[config.mk]
export PLATFORM = sky130hd
export DESIGN_NAME = mem_arbiter_flat
export DESIGN_NICKNAME = d
export VERILOG_FILES = /design/src/rtl/nb_pkg.sv /design/src/rtl/mem_arbiter_if.sv /design/src/rtl/mem_arb_starve_cnt.sv /design/src/rtl/mem_arbiter.sv /design/src/flat_wrapper.sv
export SDC_FILE = /design/constraint.sdc
export NUM_CORES = 1
export LEC_CHECK = 0
export BUFFER_PORTS_ARGS = -buffer_cell sky130_fd_sc_hd__buf_2
export CAP_MARGIN = 20
export CORE_AREA = 2 2 107 109
export DETAILED_ROUTE_END_ITERATION = 6
export DIE_AREA = 0 0 109 111
export PLACE_DENSITY = 0.51
export SYNTH_ARGS = -nofsm -noshare
export SYNTH_HDL_FRONTEND = slang
export SYNTH_HIERARCHICAL = 1
export SYNTH_SLANG_ARGS = --single-unit
[constraint.sdc]
create_clock -name clk -period 2.6 [get_ports clk]
set_input_delay 0.52 -clock clk [delete_from_list [all_inputs] [get_ports clk]]
set_output_delay 0.52 -clock clk [all_outputs]
set_load 0.1 [all_outputs]
[src/rtl/nb_pkg.sv]
// Shared nb-core definitions: datapath widths and the memory-owner encoding
// used by the instruction/data memory arbiter.
package nb_pkg;

    localparam int XLEN = 32;
    localparam int BE_W = 4;

    typedef enum logic [1:0] {
        OWN_NONE = 2'd0,
        OWN_IF   = 2'd1,
        OWN_D    = 2'd2
    } owner_e;

endpackage

[src/rtl/mem_arbiter_if.sv]
// Bundle of the fetch port, load/store port and unified-memory port around
// mem_arbiter. The slave view belongs to the arbiter, the master view to its environment.
interface mem_arbiter_if
    import nb_pkg::*;
#(
    parameter int AW = 32
);
    logic            if_req;
    logic [AW-1:0]   if_addr;
    logic            if_gnt;
    logic            if_rvalid;
    logic [XLEN-1:0] if_rdata;

    logic            d_req;
    logic            d_we;
    logic [BE_W-1:0] d_be;
    logic [AW-1:0]   d_addr;
    logic [XLEN-1:0] d_wdata;
    logic            d_gnt;
    logic            d_rvalid;
    logic [XLEN-1:0] d_rdata;

    logic            mem_en;
    logic            mem_we;
    logic [BE_W-1:0] mem_be;
    logic [AW-1:0]   mem_addr;
    logic [XLEN-1:0] mem_wdata;
    logic [XLEN-1:0] mem_rdata;

    modport slave (
        input  if_req, if_addr,
        output if_gnt, if_rvalid, if_rdata,
        input  d_req, d_we, d_be, d_addr, d_wdata,
        output d_gnt, d_rvalid, d_rdata,
        output mem_en, mem_we, mem_be, mem_addr, mem_wdata,
        input  mem_rdata
    );

    modport master (
        output if_req, if_addr,
        input  if_gnt, if_rvalid, if_rdata,
        output d_req, d_we, d_be, d_addr, d_wdata,
        input  d_gnt, d_rvalid, d_rdata,
        input  mem_en, mem_we, mem_be, mem_addr, mem_wdata,
        output mem_rdata
    );

endinterface

[src/rtl/mem_arb_starve_cnt.sv]
// Saturating count of consecutive cycles in which a pending fetch was denied;
// at_limit hands priority to fetch on the next contended cycle.
module mem_arb_starve_cnt #(
    parameter int STARVE_LIMIT = 4,
    parameter int CW           = $clog2(STARVE_LIMIT + 1)
) (
    input  logic          clk,
    input  logic          rst_n,
    input  logic          if_req,
    input  logic          if_gnt,
    output logic [CW-1:0] starve_q,
    output logic          at_limit
);

    localparam logic [CW-1:0] LIMIT = CW'(STARVE_LIMIT);

    always_ff @(posedge clk or negedge rst_n) begin
        if (!rst_n) begin
            starve_q <= '0;
        end else if (!if_req || if_gnt) begin
            starve_q <= '0;
        end else if (starve_q != LIMIT) begin
            starve_q <= starve_q + 1'b1;
        end
    end

    assign at_limit = (starve_q == LIMIT);

endmodule

[src/rtl/mem_arbiter.sv]
// Shares one single-port, one-cycle-latency memory between fetch and load/store.
// Data wins by default; fetch wins under contention once it has starved STARVE_LIMIT cycles.
module mem_arbiter
    import nb_pkg::*;
#(
    parameter int AW           = 32,
    parameter int STARVE_LIMIT = 4
) (
    input  logic          clk,
    input  logic          rst_n,
    mem_arbiter_if.slave  bus
);

    localparam int CW = $clog2(STARVE_LIMIT + 1);

    logic [CW-1:0] starve_q;
    logic          at_limit;
    logic          if_gnt;
    logic          d_gnt;
    logic [AW-1:0] addr_sel;
    owner_e        owner_q;
    owner_e        owner_d;

    always_comb begin
        if_gnt = 1'b0;
        d_gnt  = 1'b0;
        if (bus.d_req && !(bus.if_req && at_limit)) begin
            d_gnt = 1'b1;
        end else if (bus.if_req) begin
            if_gnt = 1'b1;
        end
    end

    always_comb begin
        addr_sel      = '0;
        bus.mem_we    = 1'b0;
        bus.mem_be    = '0;
        bus.mem_wdata = '0;
        if (d_gnt) begin
            addr_sel      = bus.d_addr;
            bus.mem_we    = bus.d_we;
            bus.mem_be    = bus.d_be;
            bus.mem_wdata = bus.d_wdata;
        end else if (if_gnt) begin
            addr_sel   = bus.if_addr;
            bus.mem_be = '1;
        end
    end

    assign bus.mem_en   = if_gnt | d_gnt;
    assign bus.mem_addr = addr_sel;
    assign bus.if_gnt   = if_gnt;
    assign bus.d_gnt    = d_gnt;

    // Owner of the access whose read data returns next cycle; no holding state.
    always_comb begin
        owner_d = OWN_NONE;
        if (if_gnt) begin
            owner_d = OWN_IF;
        end else if (d_gnt) begin
            owner_d = OWN_D;
        end
    end

    always_ff @(posedge clk or negedge rst_n) begin
        if (!rst_n) begin
            owner_q <= OWN_NONE;
        end else begin
            owner_q <= owner_d;
        end
    end

    assign bus.if_rvalid = (owner_q == OWN_IF);
    assign bus.d_rvalid  = (owner_q == OWN_D);
    assign bus.if_rdata  = bus.mem_rdata;
    assign bus.d_rdata   = bus.mem_rdata;

    mem_arb_starve_cnt #(
        .STARVE_LIMIT (STARVE_LIMIT),
        .CW           (CW)
    ) u_starve (
        .clk      (clk),
        .rst_n    (rst_n),
        .if_req   (bus.if_req),
        .if_gnt   (if_gnt),
        .starve_q (starve_q),
        .at_limit (at_limit)
    );

endmodule

[src/flat_wrapper.sv]
// flat-port wrapper written by rule: the top's interface ports become plain ports
module mem_arbiter_flat import nb_pkg::*;
#(
    parameter int AW           = 32,
    parameter int STARVE_LIMIT = 4
)
  (clk, rst_n, bus_if_req, bus_if_addr, bus_if_gnt, bus_if_rvalid, bus_if_rdata, bus_d_req, bus_d_we, bus_d_be, bus_d_addr, bus_d_wdata, bus_d_gnt, bus_d_rvalid, bus_d_rdata, bus_mem_en, bus_mem_we, bus_mem_be, bus_mem_addr, bus_mem_wdata, bus_mem_rdata);
  mem_arbiter_if #(.AW(AW)) bus_i ();
  input  logic clk;
  input  logic rst_n;
  input wire logic [$bits(bus_i.if_req)-1:0] bus_if_req;
  input wire logic [$bits(bus_i.if_addr)-1:0] bus_if_addr;
  output wire logic [$bits(bus_i.if_gnt)-1:0] bus_if_gnt;
  output wire logic [$bits(bus_i.if_rvalid)-1:0] bus_if_rvalid;
  output wire logic [$bits(bus_i.if_rdata)-1:0] bus_if_rdata;
  input wire logic [$bits(bus_i.d_req)-1:0] bus_d_req;
  input wire logic [$bits(bus_i.d_we)-1:0] bus_d_we;
  input wire logic [$bits(bus_i.d_be)-1:0] bus_d_be;
  input wire logic [$bits(bus_i.d_addr)-1:0] bus_d_addr;
  input wire logic [$bits(bus_i.d_wdata)-1:0] bus_d_wdata;
  output wire logic [$bits(bus_i.d_gnt)-1:0] bus_d_gnt;
  output wire logic [$bits(bus_i.d_rvalid)-1:0] bus_d_rvalid;
  output wire logic [$bits(bus_i.d_rdata)-1:0] bus_d_rdata;
  output wire logic [$bits(bus_i.mem_en)-1:0] bus_mem_en;
  output wire logic [$bits(bus_i.mem_we)-1:0] bus_mem_we;
  output wire logic [$bits(bus_i.mem_be)-1:0] bus_mem_be;
  output wire logic [$bits(bus_i.mem_addr)-1:0] bus_mem_addr;
  output wire logic [$bits(bus_i.mem_wdata)-1:0] bus_mem_wdata;
  input wire logic [$bits(bus_i.mem_rdata)-1:0] bus_mem_rdata;
  assign bus_i.if_req = bus_if_req;
  assign bus_i.if_addr = bus_if_addr;
  assign bus_if_gnt = bus_i.if_gnt;
  assign bus_if_rvalid = bus_i.if_rvalid;
  assign bus_if_rdata = bus_i.if_rdata;
  assign bus_i.d_req = bus_d_req;
  assign bus_i.d_we = bus_d_we;
  assign bus_i.d_be = bus_d_be;
  assign bus_i.d_addr = bus_d_addr;
  assign bus_i.d_wdata = bus_d_wdata;
  assign bus_d_gnt = bus_i.d_gnt;
  assign bus_d_rvalid = bus_i.d_rvalid;
  assign bus_d_rdata = bus_i.d_rdata;
  assign bus_mem_en = bus_i.mem_en;
  assign bus_mem_we = bus_i.mem_we;
  assign bus_mem_be = bus_i.mem_be;
  assign bus_mem_addr = bus_i.mem_addr;
  assign bus_mem_wdata = bus_i.mem_wdata;
  assign bus_i.mem_rdata = bus_mem_rdata;
  mem_arbiter #(.AW(AW), .STARVE_LIMIT(STARVE_LIMIT)) u_core (.clk(clk), .rst_n(rst_n), .bus(bus_i));
endmodule
---- Word-level counts from Yosys, hierarchy flattened ----
Index checks and enable logic that the tools add are counted.
storage, ports and cells
  register bits after elaboration ......... 5
  output and inout port bits .............. 138
operators by class
  add/subtract/negate cells ............... 1
  equal/unequal tests ..................... 4
  muxes and demuxes ....................... 13
  bitwise logic cells ..................... 1
  reductions and logical operators ........ 6
operator list
  cell                   number
  $mux W32               3
  $mux W4                2
  $mux W3                2
  $mux W1                4
  $mux W2                2
  $add A3 B1 Y3 const B  1
  $eq A3 B3 Y1 const B   1
  $ne A3 B3 Y1 const B   1
  $eq A2 B1 Y1 const B   1
  $eq A2 B2 Y1 const B   1
  $logic_and A1 B1 Y1    2
  $logic_not A1 Y1       2
  $reduce_bool A2 Y1     1
  $logic_or A1 B1 Y1     1
  $or A1 B1 Y1           1

---- Depth between registers and ports, before layout ----
  depth in word-level cells ............... 7
  depth in mapped cells ................... 9
  mapped depth without buffers ............ 7

---- Hierarchy ----
Netlist, hierarchy kept.
modules (own cells, without submodules)
  module              times used  cells an instance  area an instance (µm²)
  mem_arbiter         1           157                1263.7
  mem_arb_starve_cnt  1           18                 182.7

---- Worst setup path before layout ----
No wires, ideal clock.
  kind .................................... register -> output
  start ................................... register u_core.u_starve.starve_q[0]
  end ..................................... output bus_mem_wdata[19]
  data arrival time ....................... 2358 ps
  path slack .............................. -278 ps
  cell stages (with the launch flop) ...... 7
  buffers on the path ..................... 1
  cells stage by stage .................... dfrtp_1 -> inv_1 -> ha_1 -> and2_2 -> a21boi_2 -> buf_2 -> and2_1
between the ends
  longest elaborated chain between the ends .. 6
RTL lines
  item                       line                      text
  start, declared            mem_arb_starve_cnt.sv:11  output logic [CW-1:0] starve_q,
  start signal, assigned     mem_arb_starve_cnt.sv:23  starve_q <= starve_q + 1'b1;
  $eq A3 B3 Y1               mem_arb_starve_cnt.sv:27  assign at_limit = (starve_q == LIMIT);
  named net u_core.at_limit  mem_arbiter.sv:17         logic at_limit;
  $logic_and A1 B1 Y1        mem_arbiter.sv:27         if (bus.d_req && !(bus.if_req && at_limit)) begin
  $logic_not A1 Y1           mem_arbiter.sv:27
  $logic_and A1 B1 Y1        mem_arbiter.sv:27
  $mux W1                    mem_arbiter.sv:27
  named net bus_d_gnt        flat_wrapper.sv:21        output wire logic [$bits(bus_i.d_gnt)-1:0] bus_d_gnt;
  $mux W32                   mem_arbiter.sv:39         if (d_gnt) begin
  end, declared              flat_wrapper.sv:28        output wire logic [$bits(bus_i.mem_wdata)-1:0] bus_mem_wdata;
The timed path passes the listed nets, and every way through them passes these cells.

---- Worst setup path in the final report ----
  start ................................... register u_core.u_starve.starve_q[0]
  end ..................................... output bus_mem_addr[15]
between the ends
  longest elaborated chain between the ends .. 7
  elaborated cells between the ends (all ways) .. 8
RTL lines
  item                       line                      text
  $eq A3 B3 Y1 (*)           mem_arb_starve_cnt.sv:27
  named net u_core.at_limit  mem_arbiter.sv:17
  $logic_and A1 B1 Y1 (*)    mem_arbiter.sv:27
  $logic_not A1 Y1 (*)       mem_arbiter.sv:27
  $logic_and A1 B1 Y1 (*)    mem_arbiter.sv:27
  $mux W1                    mem_arbiter.sv:27
  $mux W32                   mem_arbiter.sv:44         end else if (if_gnt) begin
  $mux W32 (*)               mem_arbiter.sv:39
  end, declared              flat_wrapper.sv:27        output wire logic [$bits(bus_i.mem_addr)-1:0] bus_mem_addr;
The timed path passes the listed nets; every way through them passes the cells marked *.

==> flow_summary.yaml <==
sta:
  max_slew_margin_pct: 67.95
  post-route-min-period_ns: 2.509
  fmax_ghz: 0.3986
  min_period_over_period_pct: 96.49
  timing_hold_violations_final: 0
  slew_violations: 0
  fin_tns_setup_ns: 0
  rsz0062_at_grt: "false"
  finClkSkew_ns: 0.001590
  setup_viol: 0
  worst_pin_slew_ns: 0.4840
synth:
  synth.most_common_cell: "buf_4"
  ys_ff_latch: 5
  ys_async_sr_fraction_pct: 100.0
  synthTopCellsByArea: "buf_4 33%, a32o_1 22%, and2_1 15%, dfrtp_1 8.7%, buf_6 6.2%"
  synth_top_area_cell: "buf_4"
  ys_types: 23
  synth_top_area_share_pct: 33.22
  ys_seq_area_share_pct: 8.651
  synth_enable_flop_cells: 0
  syn-num-nets: 314
  syn-instance-count: 175
  yosys_warnings: 6
  synth_ff_type: "dfrtp_1"
  synth.avg_cell_area_sq_um: 8.265
  syn_area_sq_mm: 0.001446
  synth_common_cells: "64 x buf_4, 34 x and2_1, 32 x a32o_1"
layout:
  syn_to_final_growth_pct: 126.1
  final_area_sq_mm: 0.003271
  finalNetCount: 426
  layoutNonFillerInstCount: 429
  n_antenna_cell: 0
  drive_gt1_share_pct: 81.12
clock_tree:
  holdBufCountCts: 0
  cts_buffers: 3
  clk_latency_ns: 0.23
  cts_tree: "done"
  root_buffer: "clkbuf_16"
  clkSinkCount: 5
  cts_buffer_depth: 2
  h-tree-depth: 1
  clk_pin_slew_worst_paths_ns: 0.03
routing:
  vias: 1705
  ant_nets: 0
  first_iter_violations: 49
  drc: 0
  routed_wl_mm: 6.572
  routed_via_density: 3.974
  first_pass_iters: 4
  wl_per_cell_um: 15.32
setup_path:
  startpoint_type: "register"
  crit_type: "register to primary output"
  cp_cell_sequence: "inv_1, ha_2, and2_2, nand2b_2, buf_12, a32o_2, buf_12"
  path_max_fanout: 37
  cpMostUsedCell: "buf_12"
  cp.required_ns: 2.08
  crit_family: "simple AND/OR/NAND/NOR gates"
  slowest_delay_ns: 0.38
  path_buf_inv: 3
  cp.arrival_ns: 1.99
  cpMaxStageDelayCell: "dfrtp_1"
  cp-end-kind: "primary output"
job:
  max_cap_viol_count: 0
pwr:
  total_power_uw: 1523
  vdd_drop_max_mv: 0.3077
  p_leak_uw: 0.001613
  power_density_mw_per_mm2: 465.6
floorplanning:
  start_util_pct: 13.06
  ioPinCount: 275
  die_w_um: 109
  die_y_um: 111
  dieArea_sq_mm: 0.01210
  core_sq_mm: 0.01108
  num_rows: 39
placement:
  hpwl_mm: 4.828
  place_inst: 420
  port_buffers: 178
  placed_area_sq_mm: 0.003097
  gp_congestion: 0.7278
global_route:
  grt_start_max_net_pins: 67
  antenna_found_initial: 0
  grt.total_usage_pct: 8.978
  grt_pass1_vias: 1664
  grt_pass1_wl_mm: 8.562
  grt_overflow: 0
run_status:
  status: "finished clean"
hold_path:
  hold_path.class: "primary input to asynchronous set/reset pin"
[kinds of logic (layout without fill, tap and decap cells)]
logic type	Yosys count	after routing	synth area share [%]
simple gates	45	45	19.64
buf+inv	81	192	42.13
flops	5	5	8.651
compound gates	42	42	27.85
fa+ha+maj	2	2	1.730
[power by group]
| part | internal, uW | switching [uW] | total, uW |
|---|---|---|---|
| Combinational | 434 | 749 | 1180 |
| Clock | 203 | 49.2 | 252 |
| Sequential | 83.2 | 4.12 | 87.4 |
| Total | 720 | 803 | 1520 |
[path summary, 6_finish.rpt]
path,endpoint,cells past startpoint,startpoint,slack [ns]
setup / recovery,bus_mem_addr[15],7,u_core/u_starve/starve_q[0],0.09
hold / removal,u_core/owner_q[1],1,rst_n,0.10
setup reg to reg,u_core/u_starve/starve_q[2],8,u_core/u_starve/starve_q[0],0.62
hold reg to reg,u_core/u_starve/starve_q[1],2,u_core/u_starve/starve_q[1],0.58
max in group asynchronous,u_core/u_starve/starve_q[0],1,rst_n,2.36
min in group clk,u_core/u_starve/starve_q[1],2,u_core/u_starve/starve_q[1],0.58
[cells in the final DEF, fill, tap and decap left out, types with 4 or more instances in the layout]
| master | count |
|---|---|
| buf_2 | 106 |
| buf_12 | 75 |
| a32o_2 | 26 |
| and2_1 | 25 |
| and2_2 | 10 |
| a32o_1 | 6 |
| clkbuf_16 | 5 |
| dfrtp_1 | 5 |
| a22o_1 | 4 |
[final cells by class]
class | instances | area, sq um
Clock buffer | 4 | 78.83
Fill cell | 1121 | 7806
Inverter | 2 | 7.507
Multi-Input combinational cell | 89 | 768.2
Sequential cell | 5 | 125.1
Tap cell | 143 | 178.9
Timing Repair Buffer | 186 | 2112
[through the flow]
step | hold slack (ns) | setup slack [ns] | util [%]
CTS | 0.09839 | 0.002846 | 28.67
detailed placement | 0.3401 | 0.2497 | 27.96
global placement | 0.3384 | 0.3126 | 27.96
floorplan | 0.2244 | -0.01077 | -
global route | 0.1027 | 0.03126 | 29.53
finish | 0.1031 | 0.09133 | 29.53
[state kept, by name, summed over array words and instances (netlist names)]
signal	cells
u_core/u_starve/starve_q	3
u_core/owner_q	2
[timing repair]
item,4_1_cts,5_1_grt
gates resized for setup,0,2
hold endpoints to repair,0,0
setup buffers,0,2
endpoints found under the setup margin,0,65
[metal layers]
metal | global-route usage [%] | up-vias | wire [um]
li1 | - | 787 | -
met1 | 9.253 | 776 | 2310
met2 | 17.81 | 134 | 3583
met3 | 2.587 | 8 | 657
met4 | 1.111 | 0 | 21
met5 | 0 | - | 0
No activity file was read; power rests on OpenSTA's default activity.
